===== config.mk =====
export PLATFORM = sky130hd
export DESIGN_NAME = plru_unit
export DESIGN_NICKNAME = d
export VERILOG_FILES = /design/src/rtl/plru_unit.sv
export SDC_FILE = /design/constraint.sdc
export NUM_CORES = 1
export LEC_CHECK = 0
export BUFFER_PORTS_ARGS = -buffer_cell sky130_fd_sc_hd__buf_2
export CAP_MARGIN = 15
export CORE_MARGIN = 2
export CORE_UTILIZATION = 46
export DETAILED_ROUTE_END_ITERATION = 16
export GPL_TIMING_DRIVEN = 0
export PLACE_DENSITY_LB_ADDON = 0.05
export SYNTH_ARGS = -nofsm -noshare
export SYNTH_HDL_FRONTEND = slang
export SYNTH_SLANG_ARGS = --single-unit
export TNS_END_PERCENT = 5

===== constraint.sdc =====
create_clock -name clk -period 2.6 [get_ports clk]
set_input_delay 0.78 -clock clk [delete_from_list [all_inputs] [get_ports clk]]
set_output_delay 0.78 -clock clk [all_outputs]
set_load 0.005 [all_outputs]

===== src/rtl/plru_unit.sv =====
// rtl/plru_unit.sv - 4-way tree pseudo-LRU replacement engine with same-set write forwarding
module plru_unit #(
  parameter int S_INDEX = 4
) (
  input  logic               clk,
  input  logic               rst,
  input  logic               req_valid,
  output logic               req_ready,
  input  logic [1:0]         req_op,
  input  logic [S_INDEX-1:0] req_set,
  input  logic [1:0]         req_way,
  output logic               resp_valid,
  output logic [1:0]         resp_way,
  output logic               lru_csb0,
  output logic               lru_web0,
  output logic [S_INDEX-1:0] lru_addr0,
  input  logic [2:0]         lru_dout0,
  output logic               lru_csb1,
  output logic               lru_web1,
  output logic [S_INDEX-1:0] lru_addr1,
  output logic [2:0]         lru_din1
);

  typedef enum logic [1:0] {
    OP_HIT  = 2'b00,
    OP_MISS = 2'b01,
    OP_PEEK = 2'b10,
    OP_RSVD = 2'b11
  } op_e;

  logic               fire;
  logic               s1_valid;
  op_e                s1_op;
  logic [S_INDEX-1:0] s1_set;
  logic [1:0]         s1_way;

  logic               fwd_valid;
  logic [S_INDEX-1:0] fwd_set;
  logic [2:0]         fwd_bits;

  logic               forward;
  logic               active;
  logic               upd;
  logic [2:0]         cur;
  logic [1:0]         victim;
  logic [1:0]         target;
  logic [2:0]         new_bits;

  // No stalls: the unit accepts a request every cycle it is out of reset.
  assign req_ready = ~rst;
  assign fire      = req_valid & req_ready;

  // Stage 0 issues the tree-bit read for the accepted request; port 0 is read-only.
  always_comb begin
    lru_csb0  = ~fire;
    lru_web0  = 1'b1;
    lru_addr0 = rst ? '0 : req_set;
  end

  // Stage 1: pick the tree bits (forwarded or array), derive the victim, mark MRU, drive the write.
  always_comb begin
    forward  = fwd_valid & (fwd_set == s1_set);
    cur      = forward ? fwd_bits : lru_dout0;
    active   = s1_valid & ~rst;
    // HIT and MISS update the tree; PEEK and the reserved op only look.
    upd      = active & ~s1_op[1];
    victim   = cur[0] ? {1'b1, cur[2]} : {1'b0, cur[1]};
    target   = (s1_op == OP_HIT) ? s1_way : victim;
    new_bits = cur;
    new_bits[0] = ~target[1];
    if (target[1]) new_bits[2] = ~target[0];
    else           new_bits[1] = ~target[0];

    resp_valid = active;
    resp_way   = active ? target : 2'b00;
    lru_csb1   = ~upd;
    lru_web1   = ~upd;
    lru_addr1  = upd ? s1_set : '0;
    lru_din1   = upd ? new_bits : 3'b000;
  end

  // Pipeline and forwarding registers; the forwarded copy lives exactly one cycle after each write.
  always_ff @(posedge clk) begin
    if (rst) begin
      s1_valid  <= 1'b0;
      s1_op     <= OP_HIT;
      s1_set    <= '0;
      s1_way    <= 2'b00;
      fwd_valid <= 1'b0;
      fwd_set   <= '0;
      fwd_bits  <= 3'b000;
    end else begin
      s1_valid  <= fire;
      s1_op     <= op_e'(req_op);
      s1_set    <= req_set;
      s1_way    <= req_way;
      fwd_valid <= upd;
      if (upd) begin
        fwd_set  <= s1_set;
        fwd_bits <= new_bits;
      end
    end
  end

endmodule


# == Yosys cells after proc, flatten, opt, wreduce, memory -nomap -nowiden ==
# Index checks and enable logic that the tools add are counted.
# word_totals
out_inout_bits,19
input_bits,14
regBits,17
# classes
reduce_logical,1
bitwise,10
muxes,9
n_eq_ne,1
# op_table
cell,n
4-bit 2-to-1 mux,2
2-bit 2-to-1 mux,3
3-bit 2-to-1 mux,2
1-bit NOT,6
1-bit bitwise AND,4
4-bit equality test,1
2-bit zero test,1
1-bit 2-to-1 mux,2

# == Depth between registers and ports, before layout ==
# Gate-level depths: netlist of the first run.
# logic_depth
word_depth,8
ltp_mapped,6
mapped_depth_nobuf,6

# == Worst setup path before layout of the first run ==
# No wires, ideal clock.
# synth_path
path_type,input to output
from,input port rst
to,output port lru_din1[2]
path_slack_ps,133
arrival_ps,1687
cell_stages,6
path_cell_list,inv_1 > nand2_1 > nor2_1 > buf_1 > o2111ai_1 > nor2_1
# synth_between
elab_chain_cells,4
# synth_rtl
element,line,text
start: declaration,6,"input logic rst,"
1-bit NOT,64,active = s1_valid & ~rst;
1-bit bitwise AND,64,
1-bit bitwise AND,66,upd = active & ~s1_op[1];
3-bit 2-to-1 mux,79,lru_din1 = upd ? new_bits : 3'b000;
end: declaration,21,output logic [2:0] lru_din1
# No other way between the ends.

# == Worst setup path after layout of the first run ==
# layout_path
from,register s1_set[3]
to,output port lru_din1[1]
# layout_between
elab_chain_cells,8
# layout_rtl
element,line,text
start: declaration,34,logic [S_INDEX-1:0] s1_set;
start signal: assignment,95,s1_set <= req_set;
4-bit equality test *,62,forward = fwd_valid & (fwd_set == s1_set);
1-bit bitwise AND *,62,
3-bit 2-to-1 mux *,63,cur = forward ? fwd_bits : lru_dout0;
2-bit 2-to-1 mux,67,"victim = cur[0] ? {1'b1, cur[2]} : {1'b0, cur[1]};"
2-bit 2-to-1 mux,68,target = (s1_op == OP_HIT) ? s1_way : victim;
1-bit NOT,72,else new_bits[1] = ~target[0];
1-bit 2-to-1 mux *,71,if (target[1]) new_bits[2] = ~target[0];
3-bit 2-to-1 mux *,79,
# Mark *: on every way between the ends. The rest lies on a longest branch, timed or not.

==> impl_results.md, run 1 <==
* Status: finished with violations
* Failing checks: setup timing
* Final WS setup at -0.275 ns
* Ys async rst share at 0
* Register area share after synthesis at 0.423
* Grt ovf at 0
* Top-count cell post-synth: dfxtp_1
* Dpl hpwl at roughly 1.2 mm
* Netlist cell types at 29
* Leakage at roughly 0.54 nW
* Residual DRC at 0
* Vias in the first global route at between 600 and 700
* FF-to-FF Start: s1_set[3]$_DFF_P_
* Vias per cell at approximately 4.9
* Min Clock Period, post-route at ~2.9 ns
* Yosys warnings at 0
* Final period util at 1.11
* Most used DFF post-synth: dfxtp_1
* I/O Pins at 33
* Pre-antenna DRT Iters at 4
* Most frequent cells after synthesis: 17 x dfxtp_1, 12 x nand2_1, 11 x inv_1
* Antenna cells at 0
* Area growth, synth to finish at 33.1%
* Area contributors post-synth: dfxtp_1 42%, nor2b_1 7.0%, mux2i_1 6.2%, nand2_1 5.6%, inv_1 5.1%
* First-pass GRT wire length at 2.57 mm
* Std cell rows at 15
* Post-synth EDFFs at 0
* Worst slack at placement at -0.323 ns
* CTS buffer count at 3
* Setup violators final at 5
* Syn Nets at 111
* Largest net degree at the start of global routing at 11
* Peak Freq at roughly 0.35 GHz
* Design area at roughly 1100 um2
* Core area at around 1700 um2
* Required @ worst endpoint at approximately 1.8 ns
* Fin. max-slew vios at 0
* Layout cells sized above 1 at 0.391
* Max Buffers Root-to-Sink at 2
* Peak fanout along the critical path at 4
* Critical Path End Type: output pin
* DRT antenna net count at 0
* Worst skew pair latency at roughly 0.29 ns
* PwrDens at between 400 and 500 nW/um2
* Yosys top cell area share at 0.423
* WL/cell at 10.5 um
* Syn avg cell area at slightly above 8 um2
* CTS sink cnt at 17
* CTS root buf: clkbuf_4
* Die H at about 46 um
* Antenna violations before repair at 0
* Final clock skew at roughly 0.00089 ns
* CTS tree: done
* Clock-pin slew on the worst setup and hold paths at 0.09 ns
* Vias at ~750
* Tot Pwr at a little over 0.5 mW
* Die X at around 46 um
* Critical path data arrival time at 2.09 ns
* Total track usage at 0.176
* Max VDD drop at about 0.00036 V
* Dpl cell area at 981 um2
* Mapped cell area at 805 um2
* Max cap viols at 0
* Hold Vio Cnt, Final at 0
* Unrepaired setup endpoints after global routing: true
* HP Start: fwd_set[0]$_SDFFE_PP0P_
* Crit path kind: reg2out
* Final Wtd Congestion at about 0.76
* Final net count at around 150
* Critical path origin: s1_set[3]$_DFF_P_
* Seq cells post-synth at 17
* HP Class: reg2reg
* Syn Inst Count at between 90 and 100
* DRT Wirelength at approximately 1.6 mm
* 1st-iter DRT viols at 11
* H-tree Lvls at 1
* Setup crit start kind: register
* Die area at roughly 2100 um2
* Synth area leader: dfxtp_1
* PortBufs at 31
* Starting density of the core at 0.476
## sequential cells by signal (all words and copies together), names as in the netlist
name / flops
fwd_bits: 3
s1_way: 2
s1_set: 4
fwd_valid: 1
s1_valid: 1
s1_op: 2
fwd_set: 4
## power breakdown
part | total (mW) | internal (mW) | switching, mW | leakage (nW)
Sequential | 0.280 | 0.272 | 0.00827 | 0.140
Combinational | 0.0865 | 0.0450 | 0.0416 | 0.385
Clock | 0.137 | 0.0597 | 0.0773 | 0.0150
## timing repair
action	4_1_cts	5_1_grt
buffers inserted	4	2
hold buffers	0	0
gates resized for setup	5	3
pin swaps	6	3
endpoints found under the setup margin	10	10
## logic make-up (layout without fill, tap and decap cells)
logic type                after synthesis  after routing  synth area share
and+or+nand+nor                        36             36             0.235
AOI/OAI and AO/OA                      18             18             0.145
DFF                                    17             17             0.423
buffers and inverters                  16             57            0.0840
muxes                                   6              6            0.0762
xor gates and xnor gates                3              3            0.0327
other                                   1              1           0.00466
## routing by layer
metal | vias to the layer above | routed length [um] | track usage | part of all wire
met5 | - | 0 | 0 | 0
met4 | 0 | 27 | 0.0857 | 0.017
met3 | 4 | 114 | 0.0595 | 0.070
met2 | 23 | 739 | 0.273 | 0.46
met1 | 324 | 742 | 0.217 | 0.46
li1 | 401 | - | - | -
## worst max-delay path: stages, from the launching register on
cell and delay [ns]:
dfxtp_2 0.34, inv_2 0.03, a222oi_1 0.33, nor4b_4 0.38, buf_4 0.21, mux2i_2 0.21, a22oi_2 0.10, nor2_1 0.08
buf_2 0.11
## final timing paths
path | cells after the start | slack [ns] | end
worst min register to register | 2 | 0.46 | fwd_set[0]$_SDFFE_PP0P_
worst max register to register | 9 | 0.55 | fwd_bits[1]$_SDFFE_PP0P_
worst min-delay path | 2 | 0.46 | fwd_set[0]$_SDFFE_PP0P_
worst max-delay path | 8 | -0.27 | lru_din1[1]
## cell type report
| cell class | count | area, um2 |
|---|---|---|
| Fill cell | 157 | 618 |
| Multi-Input combinational cell | 64 | 412 |
| Sequential cell | 17 | 342 |
| Timing Repair Buffer | 37 | 200 |
| Inverter | 12 | 46.3 |
| Clock buffer | 4 | 26.3 |
| Buffer | 4 | 23.8 |
| Tap cell | 17 | 21.3 |
## stage by stage
step	hold WS, ns	TNS (ns)	cells	util
4_1_cts	0.468	-1.25	153	0.619
2_1_floorplan	0.436	0	97	-
3_5_place_dp	0.455	-0.997	145	0.581
6_report	0.463	-1.16	155	0.634
5_1_grt	0.485	-2.27	155	0.634
3_3_place_gp	0.445	-0.957	145	0.581
## cell usage in the layout (no fill, tap or decap), drive strengths merged
cell / n
buf: 40
dfxtp: 17
nand2: 12
inv: 11
nor2b: 9
nor2: 8
a21oi: 7
mux2i: 5
clkbuf: 5
o21ai: 4
xor2: 3
nand3: 3
clkinv: 1
o22ai: 1
a222oi: 1
nor4b: 1
or2: 1
a22oi: 1
mux2: 1
o211ai: 1
and2: 1
nand4: 1
o2111ai: 1
o211a: 1
a211oi: 1
conb: 1
No activity file was read; power rests on OpenSTA's default activity.
==> run 2: changes to the inputs <==
--- a/config.mk
+++ b/config.mk
@@ -5,7 +5,7 @@
 export SDC_FILE = /design/constraint.sdc
 export NUM_CORES = 1
 export LEC_CHECK = 0
-export BUFFER_PORTS_ARGS = -buffer_cell sky130_fd_sc_hd__buf_2
+export BUFFER_PORTS_ARGS = -buffer_cell sky130_fd_sc_hd__clkbuf_2
 export CAP_MARGIN = 15
 export CORE_MARGIN = 2
 export CORE_UTILIZATION = 46
==> impl_results.md, run 2 (same netlist as run 1, synthesis figures left out) <==
* Worst r2r dst: fwd_bits[0]$_SDFFE_PP0P_
* I/O Pins at 33 (unchanged)
* Fin. max-slew vios at 0 (unchanged)
* Vias in the first global route at 622 (-0.32%)
* Critical Path End Type: output pin
* CTS root buf: clkbuf_4
* DRT antenna net count at 0 (unchanged)
* DRT Wirelength at 1.52 mm (-6.7%)
* Std cell rows at 15 (unchanged)
* Critical path data arrival time at 2.03 ns (-0.06 ns)
* Layout cells sized above 1 at 0.363 (-0.0283)
* Clock-pin slew on the worst setup and hold paths at 0.09 ns (about the same)
* Die X at 45.8 um (unchanged)
* 1st-iter DRT viols at 17 (+6)
* Pre-antenna DRT Iters at 4 (unchanged)
* Final net count at 150 (-2.0%)
* PwrDens at 472 nW/um2 (+0.26%)
* WP depth at 8 (unchanged)
* Leakage at 0.521 nW (-3.6%)
* Core area at 1690 um2 (unchanged)
* CTS sink cnt at 17 (unchanged)
* Tot Pwr at 0.491 mW (-2.4%)
* Largest regs: fwd_set x4, s1_set x4, fwd_bits x3
* HP Start: fwd_set[0]$_SDFFE_PP0P_
* Final Wtd Congestion at 0.763 (about the same)
* Hold Vio Cnt, Final at 0 (unchanged)
* Net Sw Power at 0.122 mW (-3.9%)
* Max VDD drop at 0.000306 V (-15%)
* Combinational share of power at 0.154 (-0.018)
* Most frequent cells in the layout: 31 x clkbuf_2, 16 x dfxtp_1, 12 x nand2_1
* Worst Path Buf+Inv at 3 (unchanged)
* Unrepaired setup endpoints after global routing: true
* CTS tree: done
* Max Buffers Root-to-Sink at 2 (unchanged)
* Status: finished with violations
* Peak fanout along the critical path at 4 (unchanged)
* Grt ovf at 0 (unchanged)
* Slowest cell on crit path: nor4b_4
* H-tree Lvls at 1 (unchanged)
* Antenna cells at 0 (unchanged)
* Reg2reg path depth at 6 (-3)
* Worst skew pair latency at 0.29 ns (about the same)
* CTS buffer count at 3 (unchanged)
* Residual DRC at 0 (unchanged)
* HP Class: reg2reg
* Critical path's largest stage delay at 0.35 ns (-0.03 ns)
* Setup crit start kind: register
* Min Clock Period, post-route at 2.81 ns (-0.0641 ns)
* Vias per cell at 4.94 (+1.8%)
* Final WS setup at -0.210 ns (+0.0641 ns)
* Most common cell after layout, fill and taps aside: clkbuf_2
* Crit path kind: reg2out
* Worst slack at placement at -0.334 ns (-0.0112 ns)
* WL/cell at 9.97 um (-4.9%)
* Switching share of power at 0.249 (-0.00380)
* First-pass GRT wire length at 2.46 mm (-4.3%)
* Starting density of the core at 0.476 (unchanged)
* Antenna violations before repair at 0 (unchanged)
* Dpl cell area at 981 um2 (unchanged)
* Hold depth at 2 (unchanged)
* R2R Setup Slk at 0.83 ns (+0.28 ns)
* Largest net degree at the start of global routing at 11 (unchanged)
* Peak Freq at 0.356 GHz (+2.3%)
* Number of hold buffers added after cts at 0 (unchanged)
* Die H at 45.8 um (unchanged)
* Area growth, synth to finish at 29.5%
* Total track usage at 0.164 (-0.0118)
* PortBufs at 31 (unchanged)
* Hold Path End: fwd_set[0]$_SDFFE_PP0P_
* Clk pwr share at 0.275 (+0.003)
* Final period util at 1.08 (-0.0247)
* Seq pwr share at 0.571 (+0.015)
* CP Cell Sequence: inv_2 > a222oi_1 > nor4b_4 > buf_4 > mux2i_1 > a22oi_1 > nor2_1 > clkbuf_2
* CP top delay family: simple AND/OR/NAND/NOR gates
* Die area at 2100 um2 (unchanged)
* Vias at 751 (-0.13%)
* Dpl hpwl at 1.20 mm (+1.2%)
* Final clock skew at 0.00897 ns (+0.00808 ns)
* Setup TNS Final at -0.759 ns (+0.403 ns)
* Failing checks: setup timing
* Design area at 1040 um2 (-2.7%)
* FF-to-FF Start: s1_set[3]$_DFF_P_
* Setup violators final at 5 (unchanged)
* Pint at 0.369 mW (-1.9%)
* Required @ worst endpoint at 1.82 ns (about the same)
* Max cap viols at 0 (unchanged)
[run 2: worst max-delay path by stage]
| stage | from | endpoint | slack (ns) |
|---|---|---|---|
| finish | s1_set[3]$_DFF_P_ | lru_din1[1] | -0.21 |
| floorplan | rst | lru_din1[2] | 0.13 |
| CTS | s1_set[3]$_DFF_P_ | lru_din1[1] | -0.22 |
| global route | s1_set[3]$_DFF_P_ | lru_din1[2] | -0.40 |
| global placement | rst | lru_din1[2] | -0.34 |
| detailed placement | rst | lru_din1[2] | -0.33 |
[run 2: stage by stage]
| stage | utilization | hold slack, ns | std cells |
|---|---|---|---|
| 2_1_floorplan | - | 0.436 | 97 |
| 6_report | 0.617 | 0.463 | 152 |
| 4_1_cts | 0.614 | 0.469 | 152 |
| 3_3_place_gp | 0.581 | 0.445 | 145 |
| 5_1_grt | 0.617 | 0.486 | 152 |
| 3_5_place_dp | 0.581 | 0.455 | 145 |
[run 2: power groups by stage]
| stage | Clock [mW] | Sequential (mW) | Combinational (mW) |
|---|---|---|---|
| 2_1_floorplan | 0 | 0.284 | 0.0464 |
| 3_3_place_gp | 0 | 0.286 | 0.0722 |
| 3_5_place_dp | 0 | 0.286 | 0.0734 |
| 4_1_cts | 0.142 | 0.280 | 0.0762 |
| 5_1_grt | 0.159 | 0.282 | 0.0857 |
| 6_report | 0.135 | 0.280 | 0.0757 |
[run 2: final cells by class]
| cell class | count | area (um2) |
|---|---|---|
| Multi-Input combinational cell | 64 | 403 |
| Fill cell | 161 | 647 |
| Inverter | 12 | 46.3 |
| Buffer | 4 | 26.3 |
| Tap cell | 17 | 21.3 |
| Clock buffer | 4 | 26.3 |
| Timing Repair Buffer | 34 | 178 |
| Sequential cell | 17 | 342 |
[run 2: what timing repair did]
item | in CTS | in global routing
setup endpoints to repair | 10 | 10
setup buffers | 3 | 0
cloned | 0 | 0
resized for setup | 5 | 3
pin swaps | 4 | 1
[run 2: tightest hold or removal path, stage by stage, from the launching register on]
cell and delay, ns:
dfxtp_1 0.32, nand2_1 0.05, a21oi_1 0.05
[run 2: layer usage]
metal / global-route usage / wire length, um / share of wire / up-vias
met5: 0 / 0 / 0 / -
met4: 0.0514 / 10 / 0.0066 / 0
met3: 0.0595 / 118 / 0.078 / 2
met2: 0.254 / 703 / 0.46 / 29
met1: 0.213 / 682 / 0.45 / 327
li1: - / - / - / 393
==> run 3: changes to the inputs <==
--- a/config.mk
+++ b/config.mk
@@ -7,8 +7,8 @@
 export LEC_CHECK = 0
 export BUFFER_PORTS_ARGS = -buffer_cell sky130_fd_sc_hd__clkbuf_2
 export CAP_MARGIN = 15
-export CORE_MARGIN = 2
 export CORE_UTILIZATION = 46
+export CTS_CLUSTER_SIZE = 12
 export DETAILED_ROUTE_END_ITERATION = 16
 export GPL_TIMING_DRIVEN = 0
 export PLACE_DENSITY_LB_ADDON = 0.05
==> impl_results.md, run 3 (same netlist as run 1, synthesis figures left out) <==
* Vias in the first global route at 625 (+0.48%)
* Post-Place Cells at 144 (-0.69%)
* Die X at 43.8 um (-4.4%)
* H-tree Lvls at 1 (unchanged)
* Pre-antenna DRT Iters at 10 (+6)
* I/O Pins at 33 (unchanged)
* Worst slack at placement at -0.309 ns (+0.0258 ns)
* Unrepaired setup endpoints after global routing: true
* Slowest cell on crit path: dfxtp_2
* Antenna cells at 0 (unchanged)
* CTS buffer count at 3 (unchanged)
* CTS sink cnt at 17 (unchanged)
* Vias per cell at 4.95 (+0.26%)
* Hold Path End: fwd_set[0]$_SDFFE_PP0P_
* Hold slack at 0.462 ns (-0.00144 ns)
* DRT antenna net count at 0 (unchanged)
* Setup violators final at 5 (unchanged)
* Critical path's largest stage delay at 0.34 ns (about the same)
* R2R Setup Slk at 0.86 ns (+0.03 ns)
* Total track usage at 0.179 (+0.0151)
* Most common cell after layout, fill and taps aside: clkbuf_2
* Reg2reg path depth at 7 (+1)
* PortBufs at 31 (unchanged)
* Fin. max-slew vios at 0 (unchanged)
* Final clock skew at 0.00197 ns (-0.00701 ns)
* Largest regs: fwd_set x4, s1_set x4, fwd_bits x3
* Required @ worst endpoint at 1.82 ns (about the same)
* HP Start: fwd_set[0]$_SDFFE_PP0P_
* Core area at 1580 um2 (-6.7%)
* Hold depth at 2 (unchanged)
* Largest net degree at the start of global routing at 11 (unchanged)
* Critical path data arrival time at 1.99 ns (-0.04 ns)
* Most frequent cells in the layout: 30 x clkbuf_2, 16 x dfxtp_1, 12 x nand2_1
* Peak Freq at 0.361 GHz (+1.3%)
* Critical Path End Type: output pin
* Dpl hpwl at 1.16 mm (-2.9%)
* Hold Vio Cnt, Final at 0 (unchanged)
* Residual DRC at 0 (unchanged)
* WL/cell at 10.4 um (+4.1%)
* Layout cells sized above 1 at 0.378 (+0.0148)
* Final WS setup at -0.173 ns (+0.0371 ns)
* Fillers at 139 (-14%)
* FF-to-FF Start: s1_set[3]$_DFF_P_
* Status: finished with violations
* Die area at 1920 um2 (-8.5%)
* Worst skew pair latency at 0.28 ns (about the same)
* Worst r2r dst: fwd_bits[0]$_SDFFE_PP0P_
* Tot Pwr at 0.498 mW (+1.4%)
* Max Buffers Root-to-Sink at 2 (unchanged)
* 1st-iter DRT viols at 19 (+2)
* CTS tree: done
* CP Cell Sequence: inv_1 > a222oi_1 > nor4b_4 > buf_6 > buf_4 > mux2i_1 > a22oi_2 > nor2_1 > buf_2
* Multi-input gate area at 420 um2 (+4.3%)
* Register area at 342 um2 (unchanged)
* Grt ovf at 0 (unchanged)
* Failing checks: setup timing
* Peak fanout along the critical path at 5 (+1)
* CP top delay family: buffers and inverters
* HP Class: reg2reg
* First-pass GRT wire length at 2.51 mm (+1.9%)
* Max cap viols at 0 (unchanged)
* Antenna violations before repair at 0 (unchanged)
* Die H at 43.8 um (-4.4%)
* DRT Wirelength at 1.57 mm (+3.4%)
* Area growth, synth to finish at 31.9%
* PwrDens at 470 nW/um2 (-0.40%)
* Non-filler cells, final at 151 (-0.66%)
* Final period util at 1.07 (-0.0143)
* Clock-pin slew on the worst setup and hold paths at 0.10 ns (about the same)
* Vias at 748 (-0.40%)
* Final net count at 150 (unchanged)
* Setup crit start kind: register
* Starting density of the core at 0.510 (+0.0340)
* Crit path kind: reg2out
* Final Wtd Congestion at 0.786 (+3.0%)
* Worst Path Buf+Inv at 4 (+1)
* Number of hold buffers added after cts at 0 (unchanged)
* Max VDD drop at 0.000344 V (+13%)
* CTS root buf: clkbuf_4
* Std cell rows at 14 (-1)
* Leakage at 0.528 nW (+1.2%)
* Min Clock Period, post-route at 2.77 ns (-0.0371 ns)
==> run 3: final cells by class <==
type | instances | area share
clock inverter | 1 | 0.00472
buffer | 4 | 0.0224
multi-input combinational | 64 | 0.396
inverter | 12 | 0.0436
clock buffer | 3 | 0.0212
timing repair buffer | 34 | 0.171
tap | 16 | 0.0189
sequential | 17 | 0.322
==> run 3: power by group <==
part           switching, mW  internal (mW)  total [mW]
clock network         0.0811         0.0571       0.138
registers            0.00874          0.272       0.281
logic                 0.0399         0.0395      0.0794
==> run 3: stage by stage <==
stage / util / TNS, ns / area, um2
floorplan: - / 0 / 805
global placement: 0.621 / -0.939 / 980
detailed placement: 0.621 / -1.11 / 980
CTS: 0.668 / -0.749 / 1050
global route: 0.673 / -1.78 / 1060
finish: 0.673 / -0.705 / 1060
==> run 3: worst max path at each step <==
stage | end | from | slack, ns | cells past startpoint
after floorplan | lru_din1[2] | rst | 0.13 | 6
after global placement | lru_din1[2] | rst | -0.30 | 8
after detailed placement | lru_din1[2] | rst | -0.31 | 8
after CTS | lru_din1[1] | s1_set[3]$_DFF_P_ | -0.18 | 9
after global routing | lru_din1[1] | s1_set[3]$_DFF_P_ | -0.35 | 9
final | lru_din1[1] | s1_set[3]$_DFF_P_ | -0.17 | 9
==> run 3: layer usage <==
metal | track usage | routed length (um) | vias up
met5 | 0 | 0 | -
li1 | - | - | 391
met2 | 0.296 | 743 | 31
met4 | 0.0875 | 4 | 0
met3 | 0.0375 | 80 | 2
met1 | 0.221 | 739 | 324
==> run 3: worst reg2reg max path, stage by stage, from the launching register on <==
cell	delay, ns
dfxtp_2	0.34
inv_1	0.04
a222oi_1	0.30
nor4b_4	0.26
buf_6	0.17
mux2i_4	0.24
o21ai_2	0.09
a211oi_1	0.22
==> run 3: timing repair <==
item                       CTS  global route
buffers inserted             3             0
setup endpoints to repair   10            10
resized for setup            7             3
pin swaps                    2             0
